### config.mk
export PLATFORM = sky130hd
export DESIGN_NAME = p405s_timer_pit
export DESIGN_NICKNAME = d
export VERILOG_FILES = /design/src/rtl/p405s_timer_pit_pkg.sv /design/src/rtl/p405s_timerPitDec.sv /design/src/rtl/p405s_timer_pit.sv
export SDC_FILE = /design/constraint.sdc
export NUM_CORES = 1
export LEC_CHECK = 0
export BUFFER_PORTS_ARGS = -buffer_cell sky130_fd_sc_hd__buf_2
export CORE_MARGIN = 2
export CORE_UTILIZATION = 40
export DETAILED_ROUTE_END_ITERATION = 10
export HOLD_SLACK_MARGIN = 0.1
export MAX_ROUTING_LAYER = met4
export PLACE_DENSITY = 0.7
export SYNTH_ARGS = -nofsm -noshare
export SYNTH_HDL_FRONTEND = slang
export SYNTH_SLANG_ARGS = --single-unit
### constraint.sdc
create_clock -name CB -period 3 [get_ports CB]
set_input_delay 0.45 -clock CB [delete_from_list [all_inputs] [get_ports CB]]
set_output_delay 0.45 -clock CB [all_outputs]
set_load 0.02 [all_outputs]
### src/rtl/p405s_timer_pit_pkg.sv
// rtl/p405s_timer_pit_pkg.sv - shared constants and helpers for the PIT timer slice
package p405s_timer_pit_pkg;

  localparam int PIT_W = 32;

  // SPR bit positions use big-endian numbering: bit 0 is the MSB of the word.
  localparam int TCR_PIE_BIT = 5;
  localparam int TCR_ARE_BIT = 9;
  localparam int TSR_PIS_BIT = 4;

  typedef enum logic [1:0] {
    PIT_HOLD   = 2'd0,
    PIT_LOAD   = 2'd1,
    PIT_DEC    = 2'd2,
    PIT_EXPIRE = 2'd3
  } pit_action_e;

  // Map a big-endian SPR bit number onto the descending [31:0] vectors used in RTL.
  function automatic int spr_bit(input int be_bit);
    return (PIT_W - 1) - be_bit;
  endfunction

  function automatic logic spr_write(input logic mt_spr, input logic dcd, input logic hold);
    return mt_spr & dcd & ~hold;
  endfunction

endpackage

### src/rtl/p405s_timerPitDec.sv
// rtl/p405s_timerPitDec.sv - 32-bit decrementer with one/zero detection
module p405s_timerPitDec
  import p405s_timer_pit_pkg::*;
(
  input  logic [PIT_W-1:0] value_i,
  output logic [PIT_W-1:0] dec_o,
  output logic             is_one_o,
  output logic             is_zero_o
);

  assign dec_o     = value_i - {{(PIT_W-1){1'b0}}, 1'b1};
  assign is_one_o  = (value_i == {{(PIT_W-1){1'b0}}, 1'b1});
  assign is_zero_o = (value_i == '0);

endmodule

### src/rtl/p405s_timer_pit.sv
// rtl/p405s_timer_pit.sv - programmable interval timer with auto-reload and PIS status
module p405s_timer_pit
  import p405s_timer_pit_pkg::*;
(
  input  logic             CB,
  input  logic             resetCore,
  input  logic             timerTic,
  input  logic             freezeTimersNEG,
  input  logic             PCL_mtSPR,
  input  logic             PCL_sprHold,
  input  logic [PIT_W-1:0] EXE_sprDataBus,
  input  logic             pitDcd,
  input  logic             tcrDcd,
  input  logic             tsrDcd,
  output logic [PIT_W-1:0] pitL2,
  output logic             tcrPieL2,
  output logic             tcrAreL2,
  output logic             tsrPisL2,
  output logic             TIM_pitIntReq
);

  logic [PIT_W-1:0] pit_q, pit_d;
  logic [PIT_W-1:0] reload_q;
  logic             tcr_pie_q, tcr_are_q;
  logic             tsr_pis_q, tsr_pis_d;

  logic             wr_pit, wr_tcr, wr_tsr;
  logic             dec_en, pit_en, pis_set;
  logic [PIT_W-1:0] pit_dec;
  logic             pit_is_one, pit_is_zero;
  pit_action_e      pit_action;

  assign wr_pit = spr_write(PCL_mtSPR, pitDcd, PCL_sprHold);
  assign wr_tcr = spr_write(PCL_mtSPR, tcrDcd, PCL_sprHold);
  assign wr_tsr = spr_write(PCL_mtSPR, tsrDcd, PCL_sprHold);

  p405s_timerPitDec u_dec (
    .value_i   (pit_q),
    .dec_o     (pit_dec),
    .is_one_o  (pit_is_one),
    .is_zero_o (pit_is_zero)
  );

  // A zero count never decrements, so the timer parks at 0 instead of wrapping.
  assign dec_en = timerTic & freezeTimersNEG & ~pit_is_zero;

  always_comb begin
    pit_action = PIT_HOLD;
    if (wr_pit) begin
      pit_action = PIT_LOAD;
    end else if (dec_en) begin
      pit_action = pit_is_one ? PIT_EXPIRE : PIT_DEC;
    end
  end

  always_comb begin
    pit_d = pit_q;
    case (pit_action)
      PIT_LOAD:   pit_d = EXE_sprDataBus;
      PIT_DEC:    pit_d = pit_dec;
      PIT_EXPIRE: pit_d = tcr_are_q ? reload_q : '0;
      default:    pit_d = pit_q;
    endcase
  end

  assign pit_en  = (pit_action != PIT_HOLD);
  assign pis_set = (pit_action == PIT_EXPIRE);

  // The expiry set is evaluated last so it wins over a same-cycle write-1-to-clear.
  always_comb begin
    tsr_pis_d = tsr_pis_q;
    if (wr_tsr && EXE_sprDataBus[spr_bit(TSR_PIS_BIT)]) begin
      tsr_pis_d = 1'b0;
    end
    if (pis_set) begin
      tsr_pis_d = 1'b1;
    end
  end

  always_ff @(posedge CB or posedge resetCore) begin
    if (resetCore) begin
      pit_q <= '0;
    end else if (pit_en) begin
      pit_q <= pit_d;
    end
  end

  always_ff @(posedge CB or posedge resetCore) begin
    if (resetCore) begin
      reload_q <= '0;
    end else if (wr_pit) begin
      reload_q <= EXE_sprDataBus;
    end
  end

  always_ff @(posedge CB or posedge resetCore) begin
    if (resetCore) begin
      tcr_pie_q <= 1'b0;
      tcr_are_q <= 1'b0;
    end else if (wr_tcr) begin
      tcr_pie_q <= EXE_sprDataBus[spr_bit(TCR_PIE_BIT)];
      tcr_are_q <= EXE_sprDataBus[spr_bit(TCR_ARE_BIT)];
    end
  end

  always_ff @(posedge CB or posedge resetCore) begin
    if (resetCore) begin
      tsr_pis_q <= 1'b0;
    end else begin
      tsr_pis_q <= tsr_pis_d;
    end
  end

  assign pitL2         = pit_q;
  assign tcrPieL2      = tcr_pie_q;
  assign tcrAreL2      = tcr_are_q;
  assign tsrPisL2      = tsr_pis_q;
  assign TIM_pitIntReq = tsr_pis_q & tcr_pie_q;

endmodule

==> impl_metrics.env <==
export IMPL_dp_hpwl_um=8330
export IMPL_slew_viol_final=0
export IMPL_num_vias=3697
export IMPL_cp_endpoint="pitL2[14]"
export IMPL_r2r_start="pitL2[16]"
export IMPL_cts_hold_buf=0
export IMPL_worst_slack_ps=463
export IMPL_synth_seq_cells=67
export IMPL_dieArea_mm2=0.0103
export IMPL_path_clk_slew_ps=80
export IMPL_root_buffer="clkbuf_8"
export IMPL_comb_power_share_pct=24.5
export IMPL_switchingPower_uw=942
export IMPL_drtIter0Drc=215
export IMPL_area_delta_synth_final_pct=20.1
export IMPL_rr_endpoint="pitL2[14]"
export IMPL_yosys_top_cells_area="dfrtp_1, nand2_1, nor2_1"
export IMPL_pwr_share_seq_pct=46.5
export IMPL_fillCellCount=900
export IMPL_portBuffers=76
export IMPL_synthTopCellsByCount="nand2_1, dfrtp_1, nor2_1, nor3_1, a21oi_1"
export IMPL_synth_area_per_cell_um2=8.44
export IMPL_wl_um=11700
export IMPL_worstPathMaxFanout=10
export IMPL_cellInternalPower_mw=1.70
export IMPL_synth_most_common_cell="nand2_1"
export IMPL_gp_congestion=0.947
export IMPL_drv_cap=0
export IMPL_fp_coreArea_mm2=0.00924
export IMPL_drive_gt1_share_pct=23.6
export IMPL_totalNegativeSetupSlack_ps=0
export IMPL_seq_area_mm2=0.00168
export IMPL_yosysUniqueCellTypes=60
export IMPL_antenna_cells=0
export IMPL_post_cts_resized=0
export IMPL_cts_path_max_buffers=2
export IMPL_endpoint_kind="flop"
export IMPL_leakagePower_nw=2.14
export IMPL_rows=35
export IMPL_fin_worst_skew_ps=10.5
export IMPL_wl_per_cell_um=17.5
export IMPL_multi_input_area_mm2=0.00201
export IMPL_cts_tree="built"
export IMPL_p_clk_share_pct=29.0
export IMPL_synth_top_area_share_pct=43.9
export IMPL_netSwitchingFraction_pct=35.7
export IMPL_track_usage_pct=24.6
export IMPL_vdd_ir_drop_max_uv=333
export IMPL_die_w_um=102
export IMPL_cp_data_arrival_time_ps=2780
export IMPL_synth_area_leader_cell="dfrtp_1"
export IMPL_ff2ff_path_depth=7
export IMPL_hold_ws_ps=187
export IMPL_setup_viol=0
export IMPL_rrSetupSlack_ps=460
export IMPL_grt_pass1_vias=3711
export IMPL_grt_pass1_wl_um=19000
export IMPL_finalCritPeriodShare_pct=84.6
export IMPL_crit_required_ps=3240
export IMPL_ys_seq_area_share_pct=43.9
export IMPL_grt_max_degree=50
export IMPL_synthesis_nets=495
export IMPL_syn_inst=452
export IMPL_ys_async_sr_fraction_pct=100
export IMPL_ys_flop_type="dfrtp_1"
export IMPL_fp_dieH_um=102
export IMPL_antenna_found_initial=0
export IMPL_rsz0062_at_grt="false"
export IMPL_ant_nets=0
export IMPL_period_needed_ps=2540
export IMPL_synth_enable_flop_cells=0
export IMPL_via_per_inst=5.55
export IMPL_cts_sinks=67
export IMPL_cp_startpoint="pitL2[16]"
export IMPL_drc_errors=0
export IMPL_fmax_mhz=394
export IMPL_hp_class="primary input to asynchronous set/reset pin"
export IMPL_grt_overflow=0
export IMPL_h_tree_depth=3
export IMPL_ys_warn_count=0
export IMPL_ios=77
export IMPL_pre_cts_slack_ps=505
export IMPL_relSlewSlack_pct=45.5
export IMPL_worst_pin_slew_ps=814
export IMPL_path_class="flop to flop"
export IMPL_cts_made_buffers=9
export IMPL_initial_core_util_pct=41.3
export IMPL_dr_pass1_iters=6
export IMPL_finalHoldViolCount=0
export IMPL_cts_setup_buffers=0
export IMPL_power_density_mw_per_mm2=576
export IMPL_critPathLaunchType="flop"
export IMPL_clk_latency_ps=360
export IMPL_syn_area_mm2=0.00381
export IMPL_nets=575
export IMPL_status="finished clean"
-- how the worst min path moves through the flow --
stage,end,slack [ps],cells past startpoint
6_report,pitL2[0],190,2
3_5_place_dp,reload_q[10],460,2
4_1_cts,pitL2[0],200,2
3_3_place_gp,reload_q[23],450,2
5_1_grt,pitL2[1],230,2
2_1_floorplan,reload_q[23],440,2
-- registers in the layout, indices dropped and copies added, names as in the netlist --
name	cells
tsrPisL2	1
tcrPieL2	1
reload_q	32
tcrAreL2	1
pitL2	32
-- area by class of cell --
| cell class | count | area share (%) |
|---|---|---|
| multi-input cells | 356 | 43.9 |
| repair buffers | 93 | 11.4 |
| flip-flops and latches | 67 | 36.6 |
| inverters | 5 | 0.410 |
| clock inverters | 4 | 1.09 |
| clock buffers | 12 | 3.17 |
| well taps | 129 | 3.52 |
-- placed cells by master, fill, tap and decap left out, types with 5 or more instances in the layout --
cell,count
a22oi_1,13
o21ai_0,19
and2_1,5
buf_2,76
xor2_1,9
buf_4,16
nand2_1,128
nand3_1,14
dfrtp_1,67
clkbuf_8,10
nor2_1,32
o22a_1,5
nor3_1,23
a2bb2oi_1,7
nor4_1,10
a21oi_1,20
-- per-layer routing --
metal,up-vias,GRT usage [%],wire length [um]
met2,144,38.1,5490
li1,1763,-,-
met3,26,4.62,705
met1,1764,32.3,5230
met4,0,8.52,231
met5,-,-,0
-- critical path, stage by stage, from the launching register on --
cell and delay, ps:
dfrtp_1 480, nor4_4 450, nand4b_4 270, o31ai_4 380, nand2_1 370, buf_4 300, nor2_1 100, nor3_1 60
-- power by group through the flow --
stage               registers [mW]  logic (mW)  clock network, mW
floorplan                     1.29       0.342                  0
global placement              1.23       0.633                  0
detailed placement            1.24       0.650                  0
CTS                           1.22       0.654              0.779
global route                  1.25       0.719              0.815
finish                        1.23       0.648              0.765
-- metrics by stage --
step           utilization, %  total power [mW]  instances  cell area (um2)
2_1_floorplan               -              1.63        452             3810
3_3_place_gp             47.5              1.87        650             4390
3_5_place_dp             47.5              1.89        650             4390
4_1_cts                  49.6              2.66        666             4580
5_1_grt                  49.6              2.79        666             4580
6_report                 49.6              2.64        666             4580
-- logic make-up after synthesis --
group | after synthesis | share of synthesized area, %
buffers and inverters | 29 | 3.38
AO/OA/AOI/OAI | 91 | 16.4
AND/OR/NAND/NOR | 247 | 31.8
flip-flops | 67 | 43.9
XOR/XNOR | 13 | 2.98
multiplexers | 3 | 0.853
adder cells (fa/ha/maj) | 2 | 0.656
(Power assumes the default switching activity.)
